## src/rtl/can_frame_sequencer.sv

```systemverilog
// can_frame_sequencer: bit-level field tracker for the CAN receive path.
// Consumes destuffed sampled bits, walks the frame from SOF to EOF, drives
// the capture block's clear/enable, latches IDE/RTR/DLC and flags frame
// completion and form errors.
// Optional feature macro: CAN_CRC_CHECK_EN adds a CRC-15 checker and the
// crc_err output.
// Handshake: a bit is consumed only on a cycle with bit_valid=1 (a one-cycle
// strobe, no backpressure); all pulse outputs are one cycle wide.
module can_frame_sequencer #(
    parameter int IDLE_BITS = 11,
    parameter int MAX_BYTES = 8
) (
    input  logic       clk,
    input  logic       rst_n,
    input  logic       bit_valid,
    input  logic       rx_bit,
    output logic       cap_clr,
    output logic       cap_en,
    output logic [3:0] field,
    output logic [6:0] bit_cnt,
    output logic       ide,
    output logic       rtr,
    output logic [3:0] dlc,
    output logic       frame_done,
`ifdef CAN_CRC_CHECK_EN
    output logic       crc_err,
`endif
    output logic       form_err
);

    typedef enum logic [3:0] {
        ST_IDLE    = 4'd0,
        ST_INTEG   = 4'd1,
        ST_ID_A    = 4'd2,
        ST_SRR_RTR = 4'd3,
        ST_IDE     = 4'd4,
        ST_ID_B    = 4'd5,
        ST_RTR_B   = 4'd6,
        ST_R1      = 4'd7,
        ST_R0      = 4'd8,
        ST_DLC     = 4'd9,
        ST_DATA    = 4'd10,
        ST_CRC     = 4'd11,
        ST_CRC_DEL = 4'd12,
        ST_ACK     = 4'd13,
        ST_ACK_DEL = 4'd14,
        ST_EOF     = 4'd15
    } state_t;

    localparam logic [6:0] INTEG_LAST  = 7'(IDLE_BITS - 1);
    localparam logic [3:0] MAX_BYTES_L = 4'(MAX_BYTES);

    state_t     state_q, state_d;
    logic [6:0] bit_cnt_q, bit_cnt_d;
    logic       ide_q, ide_d;
    logic       rtr_q, rtr_d;
    logic [3:0] dlc_q, dlc_d;
    logic       cap_clr_q, cap_clr_d;
    logic       frame_done_q, frame_done_d;
    logic       form_err_q, form_err_d;

    // Data field length in bits: clamped byte count times 8, none for remote frames.
    function automatic logic [6:0] data_len(input logic [3:0] d, input logic r);
        logic [3:0] n;
        n = (d > MAX_BYTES_L) ? MAX_BYTES_L : d;
        return r ? 7'd0 : {n, 3'b000};
    endfunction

`ifdef CAN_CRC_CHECK_EN
    logic [14:0] crc_q, crc_d;
    logic        crc_bad_q, crc_bad_d;
    logic        crc_err_q, crc_err_d;

    // One CAN CRC-15 step (polynomial 0x4599) for a single received bit.
    function automatic logic [14:0] crc_step(input logic [14:0] c, input logic b);
        logic [14:0] s;
        s = {c[13:0], 1'b0};
        if (b ^ c[14]) s = s ^ 15'h4599;
        return s;
    endfunction

    // CRC accumulation from SOF through DATA, then bitwise compare during CRC.
    always_comb begin
        crc_d     = crc_q;
        crc_bad_d = crc_bad_q;
        if (bit_valid) begin
            case (state_q)
                ST_IDLE: begin
                    if (!rx_bit) begin
                        crc_d     = crc_step(15'd0, rx_bit);
                        crc_bad_d = 1'b0;
                    end
                end
                ST_ID_A, ST_SRR_RTR, ST_IDE, ST_ID_B, ST_RTR_B,
                ST_R1, ST_R0, ST_DLC, ST_DATA: begin
                    crc_d = crc_step(crc_q, rx_bit);
                end
                ST_CRC: begin
                    // Shift the computed CRC out MSB first alongside the received bits.
                    if (rx_bit != crc_q[14]) crc_bad_d = 1'b1;
                    crc_d = {crc_q[13:0], 1'b0};
                end
                default: ;
            endcase
        end
    end
`endif

    // Next-state logic: field walk, bit counting, field latching and pulses.
    always_comb begin
        state_d      = state_q;
        bit_cnt_d    = bit_cnt_q;
        ide_d        = ide_q;
        rtr_d        = rtr_q;
        dlc_d        = dlc_q;
        cap_clr_d    = 1'b0;
        frame_done_d = 1'b0;
        form_err_d   = 1'b0;
`ifdef CAN_CRC_CHECK_EN
        crc_err_d    = 1'b0;
`endif
        if (bit_valid) begin
            bit_cnt_d = bit_cnt_q + 7'd1;
            case (state_q)
                ST_INTEG: begin
                    // Any dominant bit restarts the bus-idle count.
                    if (!rx_bit) begin
                        bit_cnt_d = 7'd0;
                    end else if (bit_cnt_q == INTEG_LAST) begin
                        state_d   = ST_IDLE;
                        bit_cnt_d = 7'd0;
                    end
                end
                ST_IDLE: begin
                    bit_cnt_d = 7'd0;
                    if (!rx_bit) begin
                        state_d   = ST_ID_A;
                        cap_clr_d = 1'b1;
                    end
                end
                ST_ID_A: begin
                    if (bit_cnt_q == 7'd10) begin
                        state_d   = ST_SRR_RTR;
                        bit_cnt_d = 7'd0;
                    end
                end
                ST_SRR_RTR: begin
                    // RTR for standard frames; overwritten by RTR_B in extended frames.
                    rtr_d     = rx_bit;
                    state_d   = ST_IDE;
                    bit_cnt_d = 7'd0;
                end
                ST_IDE: begin
                    ide_d     = rx_bit;
                    state_d   = rx_bit ? ST_ID_B : ST_R0;
                    bit_cnt_d = 7'd0;
                end
                ST_ID_B: begin
                    if (bit_cnt_q == 7'd17) begin
                        state_d   = ST_RTR_B;
                        bit_cnt_d = 7'd0;
                    end
                end
                ST_RTR_B: begin
                    rtr_d     = rx_bit;
                    state_d   = ST_R1;
                    bit_cnt_d = 7'd0;
                end
                ST_R1: begin
                    state_d   = ST_R0;
                    bit_cnt_d = 7'd0;
                end
                ST_R0: begin
                    state_d   = ST_DLC;
                    bit_cnt_d = 7'd0;
                end
                ST_DLC: begin
                    dlc_d = {dlc_q[2:0], rx_bit};
                    if (bit_cnt_q == 7'd3) begin
                        // Use the just-completed DLC to decide whether DATA exists.
                        state_d   = (data_len(dlc_d, rtr_q) == 7'd0) ? ST_CRC : ST_DATA;
                        bit_cnt_d = 7'd0;
                    end
                end
                ST_DATA: begin
                    if (bit_cnt_q == data_len(dlc_q, rtr_q) - 7'd1) begin
                        state_d   = ST_CRC;
                        bit_cnt_d = 7'd0;
                    end
                end
                ST_CRC: begin
                    if (bit_cnt_q == 7'd14) begin
                        state_d   = ST_CRC_DEL;
                        bit_cnt_d = 7'd0;
                    end
                end
                ST_CRC_DEL: begin
                    bit_cnt_d = 7'd0;
`ifdef CAN_CRC_CHECK_EN
                    if (crc_bad_q) begin
                        crc_err_d = 1'b1;
                        state_d   = ST_INTEG;
                    end else
`endif
                    if (!rx_bit) begin
                        form_err_d = 1'b1;
                        state_d    = ST_INTEG;
                    end else begin
                        state_d = ST_ACK;
                    end
                end
                ST_ACK: begin
                    state_d   = ST_ACK_DEL;
                    bit_cnt_d = 7'd0;
                end
                ST_ACK_DEL: begin
                    bit_cnt_d = 7'd0;
                    if (!rx_bit) begin
                        form_err_d = 1'b1;
                        state_d    = ST_INTEG;
                    end else begin
                        state_d = ST_EOF;
                    end
                end
                ST_EOF: begin
                    // Last EOF bit completes the frame whatever its value (overload).
                    if (bit_cnt_q == 7'd6) begin
                        frame_done_d = 1'b1;
                        state_d      = ST_IDLE;
                        bit_cnt_d    = 7'd0;
                    end else if (!rx_bit) begin
                        form_err_d = 1'b1;
                        state_d    = ST_INTEG;
                        bit_cnt_d  = 7'd0;
                    end
                end
                default: begin
                    state_d   = ST_INTEG;
                    bit_cnt_d = 7'd0;
                end
            endcase
        end
    end

    // State and registered outputs; reset aborts any frame into bus integration.
    always_ff @(posedge clk or negedge rst_n) begin
        if (!rst_n) begin
            state_q      <= ST_INTEG;
            bit_cnt_q    <= 7'd0;
            ide_q        <= 1'b0;
            rtr_q        <= 1'b0;
            dlc_q        <= 4'd0;
            cap_clr_q    <= 1'b0;
            frame_done_q <= 1'b0;
            form_err_q   <= 1'b0;
`ifdef CAN_CRC_CHECK_EN
            crc_q        <= 15'd0;
            crc_bad_q    <= 1'b0;
            crc_err_q    <= 1'b0;
`endif
        end else begin
            state_q      <= state_d;
            bit_cnt_q    <= bit_cnt_d;
            ide_q        <= ide_d;
            rtr_q        <= rtr_d;
            dlc_q        <= dlc_d;
            cap_clr_q    <= cap_clr_d;
            frame_done_q <= frame_done_d;
            form_err_q   <= form_err_d;
`ifdef CAN_CRC_CHECK_EN
            crc_q        <= crc_d;
            crc_bad_q    <= crc_bad_d;
            crc_err_q    <= crc_err_d;
`endif
        end
    end

    assign field      = state_q;
    assign bit_cnt    = bit_cnt_q;
    assign ide        = ide_q;
    assign rtr        = rtr_q;
    assign dlc        = dlc_q;
    assign cap_clr    = cap_clr_q;
    assign frame_done = frame_done_q;
    assign form_err   = form_err_q;
`ifdef CAN_CRC_CHECK_EN
    assign crc_err    = crc_err_q;
`endif

    // Capture enable covers the header and data fields for the bit being presented now.
    assign cap_en = bit_valid && (state_q inside {ST_ID_A, ST_SRR_RTR, ST_IDE, ST_ID_B,
                                                  ST_RTR_B, ST_R1, ST_R0, ST_DLC, ST_DATA});

endmodule

```

## config.mk

```make
export PLATFORM = sky130hd
export DESIGN_NAME = can_frame_sequencer
export DESIGN_NICKNAME = d
export VERILOG_FILES = /design/src/rtl/can_frame_sequencer.sv
export SDC_FILE = /design/constraint.sdc
export NUM_CORES = 1
export LEC_CHECK = 0
export ABC_AREA = 1
export CAP_MARGIN = 20
export CORE_MARGIN = 2
export CORE_UTILIZATION = 52
export CTS_CLUSTER_DIAMETER = 80
export DETAILED_ROUTE_END_ITERATION = 6
export PLACE_DENSITY = 0.81
export SLEW_MARGIN = 20
export SYNTH_ARGS = -nofsm -noshare
export SYNTH_HDL_FRONTEND = slang
export SYNTH_SLANG_ARGS = --single-unit
```

## constraint.sdc

```tcl
create_clock -name clk -period 2.2 [get_ports clk]
set_input_delay 0.66 -clock clk [delete_from_list [all_inputs] [get_ports clk]]
set_output_delay 0.66 -clock clk [all_outputs]
set_load 0.05 [all_outputs]
```

; ---- Word level (Yosys, flattened, before mapping)
; Index checks and enable logic that the tools add are counted.
; W data, S select, Z words.
[totals]
reg_bits = 20
latch_bits = 0
ramBits = 0
mem_bits_ro = 0
input_bits = 4
output_inout_bits = 21
wordCells = 90
mem_count = 0
[classes]
n_addsub = 2
n_mul = 0
div = 0
magnitude_cmp = 2
eq_ne = 30
shifts = 0
muxes = 37
n_bitwise = 0
n_reduce_logical = 11
[op_table]
columns = op, n
row1 = $mux W7, 10
row2 = $pmux W4 S16, 1
row3 = $mux W4, 15
row4 = $pmux W7 S8, 1
row5 = $eq A4 B4 Y1 const B, 8
row6 = $eq A4 B3 Y1 const B, 4
row7 = $ne A2 B2 Y1 const B, 8
row8 = $eq A7 B4 Y1 const B, 2
row9 = $reduce_and A10 Y1, 1
row10 = $mux W1, 9
row11 = $reduce_bool A9 Y1, 1
row12 = $reduce_or A9 Y1, 1
row13 = $eq A4 B2 Y1 const B, 2
row14 = $gt A4 B4 Y1 const B, 2
row15 = $add A7 B1 Y7 const B, 1
row16 = $eq A7 B2 Y1 const B, 1
row17 = $eq A7 B3 Y1 const B, 1
row18 = $eq A7 B5 Y1 const B, 1
row19 = $eq A7 B7 Y1, 1
row20 = $logic_not A7 Y1, 1
row21 = $sub A7 B1 Y7 const B, 1
row22 = $reduce_and A2 Y1, 3
row23 = $eq A4 B1 Y1 const B, 1
row24 = $logic_not A4 Y1, 1
row25 = 4 further kinds, 5

; ---- Depth between registers and ports, before layout
; Gate-level depths: netlist (run 1).
[logic_depth]
ltp_word = 7
depth_mapped = 14
ltp_nobuf = 14

; ---- Worst setup path before layout (run 1)
; OpenSTA, ideal clock, no wires.
[synth_path]
path_kind = register -> output
from = reg state_q[3] (netlist: field[3])
to = out cap_en
arrival_time_ns = 1.823
t_required_ns = 1.540
path_slack_ns = -0.283
path_stages_with_launch = 5
n_path_buf = 0
path_cell_list = dfrtp_1 -> inv_1 -> nor2_4 -> nand2_1 -> a21oi_1
[synth_between]
elab_chain_len = 3
elab_cells_between_ends = 11
classes_between = eq/ne (9) / reduce/logical (2)
[synth_lines]
columns = item, line
row1 = "start, declared", 53  ; state_t state_q, state_d;
row2 = "start signal, assigned", 262  ; state_q <= state_d;
row3 = $eq A4 B2 Y1 (tied with other cells), 291  ; assign cap_en = bit_valid && (state_q inside {ST_ID_A, ST_SRR_RTR, ST_IDE, ST_ID_B,
row4 = $reduce_bool A9 Y1 (*), 291
row5 = $logic_and A1 B1 Y1 (*), 291
row6 = "end, declared", 18  ; output logic cap_en,
; Mark *: on every way between the ends. The rest lies on a longest branch, timed or not.

; ---- Worst setup path in the final report (run 1)
[layout_path]
from = in bit_valid
to = out cap_en
[layout_between]
elab_chain_len = 1
[layout_lines]
columns = item, line
row1 = "start, declared", 15  ; input logic bit_valid,
row2 = $logic_and A1 B1 Y1, 291
; Every way passes these cells.

==> results of run 1 <==
==> cell type report <==
| type | count | area [um2] |
|---|---|---|
| inverters | 33 | 124 |
| fillers | 217 | 758 |
| well taps | 30 | 37.5 |
| clock inverters | 1 | 30.0 |
| flip-flops and latches | 20 | 502 |
| clock buffers | 3 | 22.5 |
| repair buffers | 32 | 270 |
| multi-input cells | 149 | 801 |
==> logic make-up (layout without fill, tap and decap cells) <==
group / count (synthesis) / in the layout / synth area share [%]
XOR/XNOR: 5 / 5 / 3.08
buffers and inverters: 36 / 69 / 10.4
adder cells (fa/ha/maj): 4 / 4 / 3.52
flip-flops: 20 / 20 / 35.3
AND/OR/NAND/NOR: 115 / 115 / 37.7
AO/OA/AOI/OAI: 25 / 25 / 10.0
==> metal layers <==
| metal | routed length, um | up-vias | GRT usage, % |
|---|---|---|---|
| li1 | - | 728 | - |
| met1 | 1550 | 683 | 31.7 |
| met2 | 1710 | 59 | 42.4 |
| met3 | 196 | 15 | 3.00 |
| met4 | 123 | 0 | 10.2 |
| met5 | 0 | - | 0 |
==> worst max-delay path: cells and delay by family <==
| family | cells | cell delay, ns |
|---|---|---|
| buf+inv | 3 | 0.70 |
| compound gates | 1 | 0.13 |
==> through the flow <==
step	area (um2)	TNS, ns	setup WS [ns]
floorplan	1430	0	0.113
global placement	1720	0	0.0420
detailed placement	1720	-0.103	-0.0480
CTS	1770	0	0.0346
global route	1790	0	0.00763
finish	1790	0	0.0530
==> cell usage in the layout (no fill, tap or decap), drive strengths merged <==
cell | synthesis | routed
a211oi | 1 | 1
a21oi | 6 | 6
buf | 3 | 25
bufinv | 0 | 1
clkbuf | 0 | 3
clkdlybuf4s50 | 0 | 7
dfrtp | 19 | 19
dfstp | 1 | 1
ha | 4 | 4
inv | 33 | 33
nand2 | 58 | 58
nand3 | 19 | 19
nand3b | 1 | 1
nand4 | 4 | 4
nor2 | 27 | 27
nor3 | 3 | 3
nor4 | 2 | 2
o2111ai | 3 | 3
o21a | 1 | 1
o21ai | 13 | 13
o22ai | 1 | 1
or2 | 1 | 1
xnor2 | 1 | 1
xor2 | 4 | 4
==> power by group through the flow <==
stage          combinational, W  sequential [W]  clock [W]
3_3_place_gp            0.00147        0.000622          0
3_5_place_dp            0.00150        0.000626          0
2_1_floorplan          0.000753        0.000949          0
6_report                0.00153        0.000627   0.000299
4_1_cts                 0.00152        0.000620   0.000305
5_1_grt                 0.00168        0.000644   0.000322
==> sequential cells by signal (all words and copies together) (netlist names) <==
| name | cells |
|---|---|
| field | 4 |
| cap_clr | 1 |
| bit_cnt | 7 |
| frame_done | 1 |
| dlc | 4 |
| ide | 1 |
| rtr | 1 |
| form_err | 1 |
==> worst paths after layout <==
kind                            from    endpoint  slack [ns]  depth (start not counted)
setup / recovery           bit_valid      cap_en        0.05                          4
hold / removal                   ide         ide        0.50                          2
setup reg to reg                 rtr  bit_cnt[3]        0.22                         11
hold reg to reg                  ide         ide        0.50                          2
max in group asynchronous      rst_n    field[0]        1.25                          2
min in group asynchronous      rst_n      dlc[1]        0.67                          2
==> impl_metrics.csv, run 1 <==
group,metric,value,unit
outcome,status,"completed",
clocking,cts.clk_slew.worst_paths,0.12,ns
pwr,peakVddDrop,0.00125,V
global_route,grt_usage,24.8,%
finish,syn2layout_area_growth,25.7,%
drt,drt_iter0_drc,39,
synth,yosysTopAreaCell,"dfrtp_1",
drt,drt-pass1-iter-count,5,
synth,netlist_area,1420,um2
timing,holdWs,0.496,ns
synth,ys.flop_type,"dfrtp_1",
timing,drv_slew,0,
timing,tightest_slew,0.507,ns
drt,vias_per_cell,5.54,
timing,fin_worst_skew,0.0131,ns
die,io_pins,25,
pwr,p_comb_share,62.3,%
timing,min_period,2.15,ns
pwr,p_per_area,1380,nW/um2
critical_path,critPathRequiredTime,1.54,ns
placement,dp_cells,264,
timing,finalSetupViolCount,0,
finish,drive_gt1_share,21.4,%
finish,nets,247,
clocking,postCtsHoldBufs,0,
finish,final_cell_count_no_fill,268,
critical_path,worstSetupPathType,"input port to primary output",
critical_path,cp.arrival,1.49,ns
die,num_rows,18,
global_route,grt_pass1_wl,6240,um
critical_path,slowest_delay,0.49,ns
clocking,cts_root_buf,"clkbuf_4",
timing,period_share,97.6,%
die,die_y,56.3,um
timing,slew_headroom,66.1,%
min_path,hold_class,"register to register",
pwr,p_switching,0.00129,W
synth,yosysUniqueCellTypes,31,
drt,ant_nets,0,
drt,wl,3580,um
synth,synth_area_leaders,"dfrtp_1 33%, nand2_1 14%, inv_1 8.2%",
timing,clock.fmax,466,MHz
synth,synth_edf_count,0,
synth,synth_top_area_share,33.5,%
clocking,clock_sinks,20,
synth,ys_warn_count,0,
timing,hold_viol_final,0,
timing,rsz0062_at_grt,"no",
placement,hpwl,2820,um
pwr,p_clk_share,12.2,%
synth,synth_common_cells,"53 x nand2_1, 31 x inv_1, 21 x nor2_1, 19 x dfrtp_1, 18 x nand3_1",
finish,finalCoreUtilization,70.2,%
die,core-area,2540,um2
global_route,grt_overflow_total,0,
clocking,post_cts_buffers,0,
global_route,antenna_found_initial,0,
critical_path,end_kind,"primary output",
pwr,power,0.00246,W
critical_path,worstPathMaxFanout,2,
finish,n_antenna_cell,0,
synth,synth_seq_cells,20,
synth,synth.avg_cell_area,6.93,um2
global_route,grt_pass1_vias,1472,
synth,yosysMostFrequentCell,"nand2_1",
clocking,cts_resized,0,
clocking,cts_inserted_buffers,3,
placement,port_buffers,24,
pwr,p_int,0.00117,W
clocking,htree_levels,1,
drt,num_vias,1485,
drt,wl_per_cell,13.4,um
pwr,seqPwrFrac,25.5,%
critical_path,start_kind,"input port",
die,die_x,56.3,um
die,initial_core_util,55.9,%
synth,ys_seq_area_share,35.3,%
synth,synth_async_sr_flop_share,100,%
drt,drcViolationCount,0,
synth,synth.net_count,213,
clocking,cts_tree,"done",
die,dieArea,3170,um2
clocking,insertion_delay,0.31,ns
pwr,switching_share,52.6,%
global_route,grt_max_degree,21,
placement,routabilityCongestion,0.861,
pwr,p_leak,0.939,nW
synth,netlist_instances,205,
critical_path,crit_slowest_cell,"clkdlybuf4s50_1",
job,drv_cap,0,
clocking,cts_max_path_buffers,2,
critical_path,worstPathCellList,"clkdlybuf4s50_1 -> inv_2 -> a21oi_4 -> buf_12",
Power figures use the tool's default switching activity.
==> run 2: changes to the inputs <==
Settings changed: PLACE_DENSITY 0.81 to 0.79.
==> run 2 against run 1 <==
  * Routed wire length shrank 3.4%
  * Fmax shrank 0.99%
  * Final cell count shrank 0.37%
  * Via count shrank 1.5%
  * Hold slack gained 0.013 ns
  * Register-to-register slack is essentially flat
  * Critical endpoint unchanged
  * Combinational power shrank 3%
  * Sequential share of layout area grew 0.33 points
  * Design area shrank 0.91%
  * Die area is the same
==> impl_metrics.csv, run 2 (synthesized netlist as in run 1, its figures left out) <==
group,metric,value,unit
drt,vias_per_cell,5.48,
clocking,insertion_delay,0.31,ns
finish,drive_gt1_share,21.1,%
placement,pre_cts_ws,-0.0155,ns
global_route,grt_max_degree,21,
critical_path,worstSetupPathType,"input port to primary output",
drt,num_vias,1463,
finish,nets,246,
clocking,cts_tree,"done",
critical_path,cp_top_family,"buffers and inverters",
clocking,htree_levels,1,
timing,tightest_slew,0.496,ns
critical_path,cp_num_buf_inv,3,
timing,rsz0062_at_grt,"no",
critical_path,worstPathMaxFanout,2,
drt,drt-pass1-iter-count,4,
timing,clock.fmax,461,MHz
clocking,post_cts_buffers,0,
global_route,grt_pass1_wl,5750,um
placement,routabilityCongestion,0.908,
clocking,cts.clk_slew.worst_paths,0.12,ns
die,num_rows,18,
die,initial_core_util,55.9,%
pwr,p_per_area,1380,nW/um2
drt,wl,3460,um
drt,drcViolationCount,0,
global_route,antenna_found_initial,0,
timing,slew_headroom,66.8,%
die,core-area,2540,um2
global_route,grt-busiest-layer,"met2",
die,die_y,56.3,um
clocking,cts_inserted_buffers,3,
finish,n_antenna_cell,0,
timing,min_period,2.17,ns
global_route,grt_pass1_vias,1357,
pwr,peakVddDrop,0.00106,V
global_route,grt_usage,22.9,%
finish,largest_reg_flops,7,
clocking,postCtsHoldBufs,0,
drt,ant_nets,0,
global_route,met1_usage,28.8,%
critical_path,start_kind,"input port",
timing,drv_slew,0,
critical_path,end_kind,"primary output",
finish,finalCoreUtilization,69.6,%
timing,fin_worst_skew,0.0142,ns
drt,wl_per_cell,13.0,um
drt,drt_iter0_drc,36,
pwr,p_leak,0.931,nW
finish,register_area,503,um2
timing,finalWorstSetupSlack,0.0316,ns
die,io_pins,25,
placement,hpwl,2690,um
finish,final_area,1770,um2
finish,syn2layout_area_growth,24.6,%
outcome,status,"completed",
pwr,power,0.00244,W
placement,placed_area,1710,um2
job,drv_cap,0,
clocking,cts_max_path_buffers,2,
timing,finalSetupViolCount,0,
finish,final_cell_mix,"53 x nand2_1, 30 x inv_1, 23 x buf_4",
finish,final_common_cell,"nand2_1",
min_path,hold_class,"register to register",
critical_path,slowest_delay,0.50,ns
clocking,cts_root_buf,"clkbuf_4",
critical_path,crit_slowest_cell,"clkdlybuf4s50_1",
critical_path,worstPathCellList,"clkdlybuf4s50_1 -> inv_2 -> a21oi_4 -> buf_12",
die,die_x,56.3,um
placement,port_buffers,24,
critical_path,cp.arrival,1.51,ns
global_route,use_met3,4.84,%
global_route,grt_overflow_total,0,
critical_path,critPathRequiredTime,1.54,ns
clocking,clock_sinks,20,
timing,period_share,98.6,%
global_route,met2_usage,38.5,%
finish,nFillCells,225,
finish,multiInputGateArea,791,um2
die,dieArea,3170,um2
timing,hold_viol_final,0,
run 2: cell types whose count changed in the layout (fill, tap and decap cells not counted):
cell	delta
o21ai_0	-1
dfrtp_1	-1
o21ai_1	+1
buf_4	-1
nand2_4	-1
nand3_2	-1
dfrtp_2	+1
nand3_1	+1
nand2_2	+1
run 2: worst paths after layout:
path / from / to / slack (ns) / cells past startpoint
max in group asynchronous: rst_n / field[0] / 1.25 / 2
min in group asynchronous: rst_n / dlc[0] / 0.67 / 2
worst max-delay path: bit_valid / cap_en / 0.03 / 4
worst min-delay path: ide / ide / 0.51 / 2
worst min register to register: ide / ide / 0.51 / 2
worst max register to register: rtr / bit_cnt[6] / 0.22 / 11
run 2: power breakdown:
group / total [W] / internal [W] / switching (W) / leakage, nW
clock: 0.000303 / 0.000184 / 0.000118 / 0.0279
sequential: 0.000639 / 0.000478 / 0.000162 / 0.261
combinational: 0.00149 / 0.000496 / 0.000999 / 0.642
run 2: per-layer routing:
layer / vias up / wire length [um]
met5: - / 0
met4: 0 / 75
met3: 13 / 240
met2: 62 / 1630
met1: 668 / 1520
li1: 720 / -
run 2: repair_timing:
| action | CTS | global route |
|---|---|---|
| endpoints found under the setup margin | 0 | 11 |
| hold endpoints to repair | 0 | 0 |
| gates resized for setup | 0 | 5 |
run 2: per-stage QoR:
step	TNS, ns	std cells	hold slack, ns
finish	0	267	0.509
global route	0	267	0.559
CTS	0	267	0.523
detailed placement	-0.0256	263	0.492
global placement	0	263	0.467
floorplan	0	205	0.364
run 2: area by class of cell:
| class | count | share of cell area [%] |
|---|---|---|
| flip-flops and latches | 20 | 28.4 |
| clock inverters | 1 | 1.70 |
| repair buffers | 31 | 14.8 |
| well taps | 30 | 2.12 |
| clock buffers | 3 | 1.27 |
| multi-input cells | 149 | 44.7 |
| inverters | 33 | 7.00 |
run 2: tightest hold or removal path: cells and delay by family, from the launching register on:
kind,cells,cell delay [ns]
DFF,1,0.37
and+or+nand+nor,1,0.05
AOI/OAI and AO/OA,1,0.06
